--- src/rtl/uart_cmd_pkg.sv ---
// Package: uart_cmd_pkg
// Shared types and ASCII constants for the UART command parser.
//  cmd_e   : 2-bit command encoding carried in o_word[DATA_W+1:DATA_W]
//  err_e   : error codes reported on o_err_code
//  state_e : parser FSM states
//  cls_e   : character classes produced by uart_ascii_classify
package uart_cmd_pkg;

  typedef enum logic [1:0] {
    CMD_RD   = 2'd0,
    CMD_WR   = 2'd1,
    CMD_ADDR = 2'd2,
    CMD_SPEC = 2'd3
  } cmd_e;

  typedef enum logic [1:0] {
    ERR_NOCMD   = 2'd0,
    ERR_LONG    = 2'd1,
    ERR_OVERRUN = 2'd2,
    ERR_RESTART = 2'd3
  } err_e;

  typedef enum logic [1:0] {
    ST_IDLE    = 2'd0,
    ST_COLLECT = 2'd1,
    ST_HOLD    = 2'd2
  } state_e;

  typedef enum logic [1:0] {
    CLS_OTHER = 2'd0,
    CLS_CMD   = 2'd1,
    CLS_HEX   = 2'd2,
    CLS_TERM  = 2'd3
  } cls_e;

  localparam logic [6:0] ASC_R    = 7'h52;
  localparam logic [6:0] ASC_W    = 7'h57;
  localparam logic [6:0] ASC_A    = 7'h41;
  localparam logic [6:0] ASC_S    = 7'h53;
  localparam logic [6:0] ASC_E    = 7'h45;
  localparam logic [6:0] ASC_LF   = 7'h0A;
  localparam logic [6:0] ASC_CR   = 7'h0D;
  localparam logic [6:0] ASC_0    = 7'h30;
  localparam logic [6:0] ASC_9    = 7'h39;
  localparam logic [6:0] ASC_LC_A = 7'h61;
  localparam logic [6:0] ASC_LC_F = 7'h66;

endpackage

--- src/rtl/uart_ascii_classify.sv ---
// Module: uart_ascii_classify
// Purely combinational decode of a 7-bit ASCII character.
//  i_data   in  7  character code
//  o_class  out 2  cls_e: OTHER / CMD / HEX / TERM
//  o_nibble out 4  hex value, meaningful when o_class == CLS_HEX
//  o_cmd    out 2  cmd_e, meaningful when o_class == CLS_CMD
// TERM_NL=1 adds LF and CR to the terminator set alongside 'E'.
module uart_ascii_classify
  import uart_cmd_pkg::*;
#(
  parameter bit TERM_NL = 1'b1
) (
  input  logic [6:0] i_data,
  output logic [1:0] o_class,
  output logic [3:0] o_nibble,
  output logic [1:0] o_cmd
);

  always_comb begin
    o_class  = CLS_OTHER;
    o_nibble = 4'd0;
    o_cmd    = CMD_RD;
    if (i_data == ASC_R) begin
      o_class = CLS_CMD;
      o_cmd   = CMD_RD;
    end else if (i_data == ASC_W) begin
      o_class = CLS_CMD;
      o_cmd   = CMD_WR;
    end else if (i_data == ASC_A) begin
      o_class = CLS_CMD;
      o_cmd   = CMD_ADDR;
    end else if (i_data == ASC_S) begin
      o_class = CLS_CMD;
      o_cmd   = CMD_SPEC;
    end else if (i_data == ASC_E) begin
      o_class = CLS_TERM;
    end else if (TERM_NL && (i_data == ASC_LF || i_data == ASC_CR)) begin
      o_class = CLS_TERM;
    end else if (i_data >= ASC_0 && i_data <= ASC_9) begin
      o_class  = CLS_HEX;
      o_nibble = i_data[3:0];
    end else if (i_data >= ASC_LC_A && i_data <= ASC_LC_F) begin
      // 'a' is 0x61: low nibble 1 maps to 10
      o_class  = CLS_HEX;
      o_nibble = i_data[3:0] + 4'd9;
    end
  end

endmodule

--- src/rtl/uart_cmd_parser.sv ---
// Module: uart_cmd_parser
// Parses "<cmd><hex digits><term>" from a UART byte stream into
// {cmd, value} words with a ready/valid output handshake.
//  i_clk, i_rst_n : clock, asynchronous active-low reset
//  i_data, i_stb  : incoming byte and its one-cycle strobe
//  o_stb, i_ready : output word valid / accepted
//  o_word         : {cmd[1:0], value[DATA_W-1:0]}
//  o_ndigits      : number of hex digits that built o_word
//  o_err          : one-cycle error pulse, cause in o_err_code
// All outputs are registers; i_data/i_stb/i_ready only feed next-state logic.
module uart_cmd_parser
  import uart_cmd_pkg::*;
#(
  parameter int DATA_W     = 32,
  parameter int MAX_DIGITS = DATA_W / 4,
  parameter bit TERM_NL    = 1'b1,
  localparam int CNT_W     = $clog2(MAX_DIGITS + 1)
) (
  input  logic              i_clk,
  input  logic              i_rst_n,
  input  logic [7:0]        i_data,
  input  logic              i_stb,
  output logic              o_stb,
  input  logic              i_ready,
  output logic [DATA_W+1:0] o_word,
  output logic [CNT_W-1:0]  o_ndigits,
  output logic              o_err,
  output logic [1:0]        o_err_code
);

  localparam logic [CNT_W-1:0] MAX_CNT = CNT_W'(MAX_DIGITS);

  state_e              r_state, w_state_next;
  logic [1:0]          r_cmd, w_cmd_next;
  logic [DATA_W-1:0]   r_value, w_value_next;
  logic [CNT_W-1:0]    r_count, w_count_next;
  logic [DATA_W+1:0]   r_word, w_word_next;
  logic [CNT_W-1:0]    r_ndigits, w_ndigits_next;
  logic                r_stb, w_stb_next;
  logic                r_err, w_err_next;
  logic [1:0]          r_err_code, w_err_code_next;

  logic [1:0]          w_class;
  logic [3:0]          w_nibble;
  logic [1:0]          w_cmd;
  logic [DATA_W+3:0]   w_shifted;
  logic                w_unused_bit7;

  assign w_unused_bit7 = i_data[7];

  uart_ascii_classify #(.TERM_NL(TERM_NL)) u_classify (
    .i_data   (i_data[6:0]),
    .o_class  (w_class),
    .o_nibble (w_nibble),
    .o_cmd    (w_cmd)
  );

  // Shift through a widened vector so the expression stays legal for DATA_W=4
  assign w_shifted = {r_value, w_nibble};

  always_ff @(posedge i_clk or negedge i_rst_n) begin
    if (!i_rst_n) begin
      r_state    <= ST_IDLE;
      r_cmd      <= 2'd0;
      r_value    <= '0;
      r_count    <= '0;
      r_word     <= '0;
      r_ndigits  <= '0;
      r_stb      <= 1'b0;
      r_err      <= 1'b0;
      r_err_code <= 2'd0;
    end else begin
      r_state    <= w_state_next;
      r_cmd      <= w_cmd_next;
      r_value    <= w_value_next;
      r_count    <= w_count_next;
      r_word     <= w_word_next;
      r_ndigits  <= w_ndigits_next;
      r_stb      <= w_stb_next;
      r_err      <= w_err_next;
      r_err_code <= w_err_code_next;
    end
  end

  always_comb begin
    w_state_next    = r_state;
    w_cmd_next      = r_cmd;
    w_value_next    = r_value;
    w_count_next    = r_count;
    w_word_next     = r_word;
    w_ndigits_next  = r_ndigits;
    w_stb_next      = r_stb;
    w_err_next      = 1'b0;
    w_err_code_next = r_err_code;
    case (r_state)
      ST_IDLE: begin
        if (i_stb) begin
          if (w_class == CLS_CMD) begin
            w_cmd_next   = w_cmd;
            w_value_next = '0;
            w_count_next = '0;
            w_state_next = ST_COLLECT;
          end else if (w_class == CLS_HEX || w_class == CLS_TERM) begin
            w_err_next      = 1'b1;
            w_err_code_next = ERR_NOCMD;
          end
        end
      end
      ST_COLLECT: begin
        if (i_stb) begin
          if (w_class == CLS_HEX) begin
            if (r_count == MAX_CNT) begin
              w_err_next      = 1'b1;
              w_err_code_next = ERR_LONG;
              w_value_next    = '0;
              w_count_next    = '0;
              w_state_next    = ST_IDLE;
            end else begin
              w_value_next = w_shifted[DATA_W-1:0];
              w_count_next = r_count + 1'b1;
            end
          end else if (w_class == CLS_CMD) begin
            // New command aborts the partial one and starts over
            w_err_next      = 1'b1;
            w_err_code_next = ERR_RESTART;
            w_cmd_next      = w_cmd;
            w_value_next    = '0;
            w_count_next    = '0;
          end else if (w_class == CLS_TERM) begin
            w_word_next    = {r_cmd, r_value};
            w_ndigits_next = r_count;
            w_stb_next     = 1'b1;
            w_state_next   = ST_HOLD;
          end
        end
      end
      ST_HOLD: begin
        if (r_stb && i_ready) begin
          w_stb_next   = 1'b0;
          w_state_next = ST_IDLE;
        end
        // Bytes arriving while a word is pending are lost, even on the handshake cycle
        if (i_stb) begin
          w_err_next      = 1'b1;
          w_err_code_next = ERR_OVERRUN;
        end
      end
      default: begin
        w_state_next = ST_IDLE;
        w_stb_next   = 1'b0;
      end
    endcase
  end

  assign o_stb      = r_stb;
  assign o_word     = r_word;
  assign o_ndigits  = r_ndigits;
  assign o_err      = r_err;
  assign o_err_code = r_err_code;

endmodule

--- config.mk ---
export PLATFORM = sky130hd
export DESIGN_NAME = uart_cmd_parser
export DESIGN_NICKNAME = d
export VERILOG_FILES = /design/src/rtl/uart_cmd_pkg.sv /design/src/rtl/uart_ascii_classify.sv /design/src/rtl/uart_cmd_parser.sv
export SDC_FILE = /design/constraint.sdc
export NUM_CORES = 1
export LEC_CHECK = 0
export BUFFER_PORTS_ARGS = -buffer_cell sky130_fd_sc_hd__buf_2
export CORE_MARGIN = 3
export CORE_UTILIZATION = 25
export DETAILED_ROUTE_END_ITERATION = 6
export MAX_ROUTING_LAYER = met4
export PLACE_DENSITY_LB_ADDON = 0.05
export SLEW_MARGIN = 15
export SYNTH_ARGS = -nofsm -noshare
export SYNTH_HDL_FRONTEND = slang
export SYNTH_SLANG_ARGS = --single-unit
--- constraint.sdc ---
create_clock -name i_clk -period 4.7 [get_ports i_clk]
set_input_delay 0.94 -clock i_clk [delete_from_list [all_inputs] [get_ports i_clk]]
set_output_delay 0.94 -clock i_clk [all_outputs]
set_load 0.02 [all_outputs]
-- After elaboration in Yosys (flattened, before gate mapping)
Cells that the tools add are included.
Widths: inputs -> output; s select.
- flip-flop bits (word level): 82
- input bits: 12
- word-level logic and storage cells: 129
- $add $sub $neg: 2
- $lt $le $gt $ge: 4
- eq/ne operators: 27
- multiplexer cells: 70
- bitwise logic cells: 3
- reduce and logical (&&, ||, !) cells: 14
- operators with widths (cell ; count):
    $mux 32 ; 5
    $mux 2 ; 32
    $pmux 32 s2 ; 1
    $mux 4 ; 13
    $eq 7x7->1 const B ; 5
    $ne 2x2->1 const B ; 10
    $eq 7x4->1 const B ; 2
    $mux 1 ; 13
    $ne 3x3->1 const B ; 4
    $pmux 2 s3 ; 2
    $pmux 4 s2 ; 1
    $reduce_and 8->1 ; 1
    $ge 7x6->1 const B ; 1
    $ge 7x7->1 const B ; 1
    $le 7x6->1 const B ; 1
    $le 7x7->1 const B ; 1
    $reduce_and 7->1 ; 1
    $eq 2x2->1 const B ; 3
    $pmux 1 s3 ; 2
    $reduce_and 6->1 ; 1
    $reduce_and 5->1 ; 1
    $add 4x1->4 const B ; 1
    $add 4x4->4 const B ; 1
    $eq 2x1->1 const B ; 2
    other kinds (10) ; 15

-- Longest topological paths before layout
Gate-level depths: netlist of run 1.
- depth in word-level cells: 16
- mapped depth: 13
- mapped depth without buffers: 11

-- Modules after synthesis
Synthesis of run 1 repeated with hierarchy kept, for this count alone.
- cell total of the unflattened synthesis: 279
- area total of the unflattened synthesis: 3798.6 sq um
- by module, submodules not included (module ; times used ; cells an instance ; area each (sq um) ; sequential area each (sq um)):
    uart_cmd_parser ; 1 ; 238 ; 3490.8 ; 2052.0
    uart_ascii_classify ; 1 ; 41 ; 307.8 ; 0.0

-- Worst setup path after synthesis of run 1
Ideal clock, no wire load.
- path type: input -> register
- start point: input i_data[0]
- end point: register r_word[0] (netlist: o_word[0])
- library setup time: 125 ps
- data arrival time: 2919 ps
- required time: 4575 ps
- setup slack: 1656 ps
- cell stages on the path: 10
- buffers on the path: 1
- cell sequence: inv_1 -> ha_1 -> nor2b_1 -> a32oi_1 -> nor3_1 -> or3_1 -> ha_1 -> nand4_1 -> buf_2 -> mux2_2
- cells in the longest elaborated chain, start to end: 13
- elaborated cells between the ends (all ways): 28
- those cells by class: order compare: 4; eq/ne: 10; mux: 8; bitwise: 2; reduce/logical: 4
- RTL lines (element ; RTL line ; RTL):
    start: declaration ; uart_cmd_parser.sv:21 ; input logic [7:0] i_data,
    $ge 7x7->1 or $le 7x7->1 (tied branches) ; uart_ascii_classify.sv:42 ; end else if (i_data >= ASC_LC_A && i_data <= ASC_LC_F) begin
    $logic_and 1x1->1 ; uart_ascii_classify.sv:42 ;
    $mux 2 ; uart_ascii_classify.sv:42 ;
    $mux 2 ; uart_ascii_classify.sv:39 ; end else if (i_data >= ASC_0 && i_data <= ASC_9) begin
    $mux 2 ; uart_ascii_classify.sv:37 ; end else if (TERM_NL && (i_data == ASC_LF || i_data == ASC_CR)) begin
    $mux 2 ; uart_ascii_classify.sv:35 ; end else if (i_data == ASC_E) begin
    $mux 2 ; uart_ascii_classify.sv:32 ; end else if (i_data == ASC_S) begin
    $mux 2 ; uart_ascii_classify.sv:29 ; end else if (i_data == ASC_A) begin
    $mux 2 ; uart_ascii_classify.sv:26 ; end else if (i_data == ASC_W) begin
    $mux 2 * ; uart_ascii_classify.sv:23 ; if (i_data == ASC_R) begin
    $eq 2x1->1 or $eq 2x2->1 (tied branches) ; uart_cmd_parser.sv:122, uart_cmd_parser.sv:111 ;
    $not 1->1 (no source line) ; n/a ;
    $reduce_and 5->1 (no source line) * ; n/a ;
    end signal: assignment ; uart_cmd_parser.sv:77 ; r_word <= w_word_next;
    end: declaration ; uart_cmd_parser.sv:37 ; logic [DATA_W+1:0] r_word, w_word_next;
Every way passes the cells marked *; elsewhere a longest branch is shown, timed or not.
A chain may end at the register's enable or synchronous reset.

-- Final worst setup path of run 1
- start point: input i_data[0]
- end point: register r_value[25]
- cells in the longest elaborated chain, start to end: 15
- elaborated cells between the ends (all ways): 29
- those cells by class: order compare: 4; eq/ne: 9; mux: 13; reduce/logical: 3
- RTL lines (element ; RTL line ; RTL):
    $ge 7x7->1 or $le 7x7->1 (tied branches) ; uart_ascii_classify.sv:42 ;
    $logic_and 1x1->1 ; uart_ascii_classify.sv:42 ;
    $mux 2 ; uart_ascii_classify.sv:42 ;
    $mux 2 ; uart_ascii_classify.sv:39 ;
    $mux 2 ; uart_ascii_classify.sv:37 ;
    $mux 2 ; uart_ascii_classify.sv:35 ;
    $mux 2 ; uart_ascii_classify.sv:32 ;
    $mux 2 ; uart_ascii_classify.sv:29 ;
    $mux 2 ; uart_ascii_classify.sv:26 ;
    $mux 2 * ; uart_ascii_classify.sv:23 ;
    $eq 2x1->1 ; uart_cmd_parser.sv:98, uart_cmd_parser.sv:122 ;
    $mux 32 ; n/a ;
    $mux 32 ; uart_cmd_parser.sv:111 ; if (w_class == CLS_HEX) begin
    $mux 32 ; uart_cmd_parser.sv:110 ; if (i_stb) begin
    $pmux 32 s2 * ; uart_cmd_parser.sv:95 ; case (r_state)
    end signal: assignment ; uart_cmd_parser.sv:75 ; r_value <= w_value_next;
    end: declaration ; uart_cmd_parser.sv:35 ; logic [DATA_W-1:0] r_value, w_value_next;
Every way passes the cells marked *; elsewhere a longest branch is shown, timed or not. The select of a mux whose other input is x is not followed.

==> results.txt, run 1 <==
- Result of the run: finished clean
- IR drop worst, VDD: 0.000164 V
* Overall via count from detail_route: 2464
- Antenna fix cells: 0
- The tool flagged a number of max-cap violations equal to 0.
* GR Util met2: 0.167
- Of the total power, registers draw 0.414.
- In the final layout, the share of cells above drive strength 1 is 0.308.
- Maximum fanout count along the critical path: 23
* Number of buffers created by CTS: 9
- Number of top-level pins: 54
- The share of total power dissipated in the clock network is 0.440.
* GR Util met3: 0.0372
* Path type of the worst min-delay path: register to register
* Number of antenna violations at the first check in global routing: 0
* YS warnings: 0
- Clock tree synthesis selected as its root buffer the cell clkbuf_16.
- Of the total power, the share spent switching nets is 0.256.
- Synth Flop Type: dfrtp_1
* Synthesized flop and latch total: 82
- Full die area: 16300 um^2
- The clock reaches the later pin of the worst-skew pair after 0.34 ns.
- Portion of total power attributed to combinational logic: 0.146
- Via count normalized by instance count: 4.68
- First-pass GRT wire length: 13900 um
- Setup repair after global routing left no endpoint under its margin.
- Total clock sinks: 82
- For the pin with the worst max-slew slack, the measured transition is 0.674 ns.
* Synthesized netlist cell count: 292
- After synthesis, the share of flip-flops with an asynchronous set or reset is 1.00.
* Cell variety after synth: 50
- Area inside the core boundary: 14100 um^2
- Effective utilization at floorplan: 0.261
- For met1 alone, demand over resource in global routing was 0.146.
- Across the routed clock network, the largest skew measured is 0.00614 ns.
- Half-perimeter wire length after placement: 5410 um
- After clock tree synthesis, the setup repair step added 0 buffers.
- Final Instance Count excl. Fillers: 527
* Commonest cells post-synth: 82 x dfrtp_1, 29 x a22o_1, 28 x mux2_2, 14 x buf_2, 14 x nand2_1
- DP Cell Count: 512
- CTS built an H-tree with a depth of 3.
- Setup total negative slack on the finished layout was measured at 0 ns.
- The number of global-route vias before repair is 2588.
- Summed over all layers, the global routing overflow is 0.
- Area share of the largest cell type after synthesis: 0.555
- Area taken by flip-flops and latches: 2050 um^2
* Synthesized area per cell: 12.7 um^2
- By area the synthesized netlist is led by dfrtp_1 56%, mux2_2 8.5%, a22o_1 6.9%.
* DRC violation count after routing: 0
- Data on the critical path is required at its endpoint by 4.97 ns.
- met2 is the most crowded layer.
- Drt pass-1 iters: 4
- Design internal power: 1380 uW
* Clock tree from TritonCTS: built
- In the global route stage, overall resource usage came out at 0.113.
- Fmax achieved: 296 MHz
- The multi-input combinational cells in the finished layout cover a total of 1530 um^2.
- Total power density per cell area: 413 nW/um^2
- Wires add up to 8260 um.
* Number of buffers on the longest clock path: 2
- The analysis attributes to cell leakage a power of 0.00229 uW.
* Post-cts hold buffer count: 0
- Dividing the detail-routed wire length by the instance count gives 15.7 um.
* Final critical delay including setup and external delays: 3.38 ns
- Setup violations remaining at the end of the flow were counted as 0.
* Slew HR: 0.551
- Total of cells resized after clock tree synthesis: 0
* Sequential share of the synthesized area: 0.555
* Layout Area Growth over Synthesis: 21.4%
- Number of filler instances in the final layout: 1445
- Synthesis produced a netlist with a net count of 317.
* First DRT Iteration DRCs: 112
- Post-synth top area cell: dfrtp_1
- Setup crit end kind: register
* Weighted congestion reported at the end of routability-driven placement: 0.749
* Number of enable flip-flop cells after synthesis: 0
- Fin crit share: 0.719
- Count of antenna-violating nets left after detailed routing: 0
- The hold violation total from the final report came to 0.
- Placement row count: 43
* Critical Path Source Type: primary input
* Pin count of the biggest net entering global routing: 52
* Chip Height: 128 um
- The analysis attributes to net switching a power of 474 uW.
- Startpoint-to-endpoint class of the critical path: primary input to register
- In this run the cell area of the synthesized design comes to 3700 um^2.
* Clock transition time at the flip-flop clock pins of the worst setup and hold paths: 0.06 ns
- Data arrives at the worst endpoint at 3.65 ns.
* Max Slew Vio Count: 0
- The count of buffers added on input and output ports is 52.
- Die width: 128 um
- Post-layout nets: 368
- Most instantiated library cell after synthesis: dfrtp_1
## state kept, by name (all words and copies together), names as in the netlist
signal / cells
o_err_code: 2
r_cmd: 2
o_err: 1
o_word: 34
r_state: 2
r_count: 4
o_ndigits: 4
o_stb: 1
r_value: 32
## cells by family (layout without fill, tap and decap cells)
kind of cell             after synthesis  count (layout)  share of synthesized area
adder cells (fa/ha/maj)               13              13                     0.0440
AND/OR/NAND/NOR                       58              58                     0.0884
XOR/XNOR                               1               1                    0.00237
multiplexers                          44              44                      0.133
flip-flops                            82              82                      0.555
AO/OA/AOI/OAI                         69              69                      0.144
buffers and inverters                 25              80                     0.0332
## routing by layer
| metal | vias up | share of wire |
|---|---|---|
| met5 | - | 0 |
| met4 | 0 | 0.015 |
| met3 | 9 | 0.040 |
| met2 | 50 | 0.45 |
| met1 | 1234 | 0.49 |
| li1 | 1171 | - |
## area by class of cell
type | count | share of cell area
Timing Repair Buffer | 56 | 0.0681
Inverter | 9 | 0.00753
Clock inverter | 4 | 0.0220
Tap cell | 180 | 0.0502
Clock buffer | 11 | 0.0541
Multi-Input combinational cell | 185 | 0.341
Sequential cell | 82 | 0.457
## worst max-delay path, stage by stage
cell     delay [ns]
buf_2          0.18
inv_1          0.08
ha_1           0.24
nor2b_1        0.16
a32oi_1        0.20
nor3_1         0.08
or3_1          0.41
ha_1           0.27
nand2_2        0.16
a21o_1         0.52
buf_12         0.25
a22o_1         0.16
## layout by cell type, fill, tap and decap left out, types with 4 or more instances in the layout
cell type	count
mux2_1	13
nor2b_1	6
clkbuf_16	9
nor2_1	11
nor3_1	5
o21ai_1	7
mux2_2	28
buf_4	4
a22o_1	29
a21oi_1	4
inv_1	8
dfrtp_1	82
o21ai_0	9
nand2_1	14
ha_1	13
nand3_1	4
buf_2	51
## through the flow
stage	utilization	setup slack (ns)	power, uW	hold WS [ns]	instance area (um^2)
2_1_floorplan	-	1.66	969	0.436	3700
3_3_place_gp	0.293	0.951	1050	0.469	4140
3_5_place_dp	0.293	0.963	1050	0.472	4140
4_1_cts	0.317	1.31	1890	0.487	4490
5_1_grt	0.317	1.11	1950	0.514	4490
6_report	0.317	1.32	1850	0.484	4490
## power groups by stage
stage | Sequential [uW] | Clock [uW] | Combinational [uW]
finish | 766 | 814 | 271
CTS | 766 | 849 | 275
global route | 770 | 875 | 308
detailed placement | 780 | 0 | 274
global placement | 779 | 0 | 275
floorplan | 785 | 0 | 184
## final timing paths
kind | startpoint | endpoint | slack [ns] | cells past startpoint
worst max-delay path | i_data[0] | r_value[25] | 1.32 | 12
worst min-delay path | r_cmd[0] | r_cmd[0] | 0.48 | 2
worst max register to register | r_state[1] | r_value[25] | 2.64 | 6
worst min register to register | r_cmd[0] | r_cmd[0] | 0.48 | 2
max in group asynchronous | i_rst_n | o_word[17] | 3.17 | 2
min in group asynchronous | i_rst_n | o_word[27] | 0.65 | 1
Power figures use the tool's default switching activity.
==> run 2, diff against run 1 <==
Clock period 4.7 ns to 3.03 ns, I/O delays scaled along.
==> run 2 against run 1 <==
  * Critical path depth is 1 lower
  * Routed wire length is 1.4% higher
  * Critical endpoint is now o_word[20]
  * Die area stayed put
  * Highest routed layer unchanged
==> results.txt, run 2 (synthesis gave the netlist of run 1 again) <==
- Row generation in the floorplan step produced 43 rows.
- After detailed routing, the number of remaining DRC violations is 0.
* Pin count of the biggest net entering global routing: 49
- In this run the post-CTS setup repair buffer count came out at 0.
* Result of the run: finished clean
- The library cells used most frequently in the layout, excluding fill and tap cells, are 82 x dfrtp_1, 51 x buf_2, 29 x a22o_1.
- Setup repair after global routing left no endpoint under its margin.
* Startpoint-to-endpoint class of the critical path: primary input to register
- Full die area: 16300 um^2
* Cell chain of the critical path: buf_2 > inv_1 > ha_1 > nor2b_1 > a32oi_1 > nor3_1 > or3_1 > ha_1 > nand4_1 > buf_12 > mux2_2
- Number of antenna violations at the first check in global routing: 0
* Number of top-level pins: 54
- Area inside the core boundary: 14100 um^2
* Critical Path Source Type: primary input
- Post-route cell area: 4630 um^2
- Across the VDD grid, the largest voltage drop is 0.000307 V.
- Slew at the pin with the worst max-slew slack: 0.647 ns
* Layout Area Growth over Synthesis: 25.2%
- Clock skew on the completed layout was measured at 0.00389 ns.
- The startpoint identified for the worst register-to-register timing path is r_state[1].
- Post-layout utilization of the core: 0.327
* Clock transition time at the flip-flop clock pins of the worst setup and hold paths: 0.06 ns
- Layout cell share with drive strength beyond 1: 0.342
- The worst setup path is captured at a register.
- TritonCTS built the clock tree.
* First DRT Iteration DRCs: 62
- The endpoint identified for the worst register-to-register timing path is r_value[17].
- Antenna fix cells: 0
* Data arrival at the endpoint of the critical path: 2.97 ns
- CTS saw 82 sinks.
- Chip Height: 128 um
- Post-cts hold buffer count: 0
* Post-layout nets: 385
* Effective utilization at floorplan: 0.261
- Crit-path max cell delay: 0.42 ns
- Weighted congestion reported at the end of routability-driven placement: 0.764
* Number of buffers created by CTS: 9
- Fmax achieved: 364 MHz
- Flip-flop count of the largest register after layout: 34
* Overall via count from detail_route: 2532
* CP Launch Point: i_data[0]
- The worst register-to-register path has a depth of 6.
- In this run the tightest slew margin relative to its limit is 0.569.
- For this run, the total global-route usage over all layers was measured as 0.113.
* Commonest non-fill, non-tap cell in the layout: dfrtp_1
- After detailed routing, the average wire length per cell comes to 15.4 um.
- At the worst endpoint, the required time is 3.25 ns.
* First-pass GRT wire length: 14100 um
- The analysis attributes to cell leakage a power of 0.00238 uW.
- Placed Instance Area: 4300 um^2
- In the finished design, the share of the clock period the worst path needs comes to 0.907.
* Total of cells resized after clock tree synthesis: 0
- Worst R2R Setup Slack: 1.19 ns
* Total power density per cell area: 615 nW/um^2
* Number of buffers on the longest clock path: 2
* Count of H-tree levels built during CTS: 3
* Most common cell type on the critical path: ha_1
- Root Buffer Master: clkbuf_16
- The routed design has 8370 um of wire.
- For the worst-skew pair, the clock arrives at the later sink with an insertion delay of 0.33 ns.
- Along the worst path, the maximum fanout reaches 37.
* Residual overflow from global routing: 0
* Max Slew Vio Count: 0
* Count of endpoints failing hold in the final timing report: 0
* Path type of the worst min-delay path: primary input to async pin
- Input and output buffers added on the ports amount to 52.
* Count of antenna-violating nets left after detailed routing: 0
- Setup violations remaining at the end of the flow were counted as 0.
- Half-perimeter wire length after placement: 5560 um
- The slowest stage of the critical path belongs to the cell or3_1.
* Number of global-route vias before repair: 2722
* Die width: 128 um
- Final critical delay including setup and external delays: 2.75 ns
* Drt pass-1 iters: 4
* Via count normalized by instance count: 4.65
- The tool flagged a number of max-cap violations equal to 0.
==> run 2: cell count changes in the layout (fill, tap and decap cells not counted), sizes merged <==
cell / change
clkinv: +2
buf: +17
bufinv: -1
clkbuf: +1
inv: -1
==> run 2: how the worst max path moves through the flow <==
stage                       to  cells past startpoint
finish              o_word[20]                     11
global route        r_state[1]                     13
CTS                 o_word[20]                     11
detailed placement   o_word[0]                     11
global placement     o_word[2]                     11
floorplan            o_word[0]                     10
==> run 2: critical path: cells and delay by family <==
family | cells | cell delay, ns
AO/OA/AOI/OAI | 1 | 0.20
adder cells (fa/ha/maj) | 2 | 0.53
buffers and inverters | 3 | 0.44
multiplexers | 1 | 0.36
AND/OR/NAND/NOR | 4 | 0.82
==> run 2: area by class of cell <==
cell class	instances	area [um^2]
Timing Repair Buffer	73	458
Fill cell	1465	9520
Sequential cell	82	2050
Multi-Input combinational cell	185	1530
Tap cell	180	225
Inverter	9	33.8
Clock buffer	12	256
Clock inverter	4	73.8
==> run 2: power by group <==
part	leakage (uW)	internal, uW	switching [uW]	total (uW)
Combinational	0.00108	191	262	453
Clock	0.000163	767	438	1210
Sequential	0.00114	1150	42.4	1190
==> run 2: metrics by stage <==
stage                     cells  setup slack, ns  TNS, ns  total power [uW]  hold slack, ns
after global placement      529          -0.0839    -2.90              1670           0.465
after detailed placement    529          -0.0617    -1.91              1670           0.466
after CTS                   545            0.292        0              2910           0.305
final                       545            0.281        0              2850           0.291
after floorplan             292            0.320        0              1500           0.310
after global routing        545            0.127        0              3010           0.338
==> run 2: routing by layer <==
| layer | wire, um | up-vias | GRT usage |
|---|---|---|---|
| met2 | 3630 | 54 | 0.160 |
| met3 | 289 | 15 | 0.0217 |
| met4 | 220 | 0 | 0.0599 |
| li1 | - | 1203 | - |
| met1 | 4230 | 1260 | 0.154 |
| met5 | 0 | - | - |
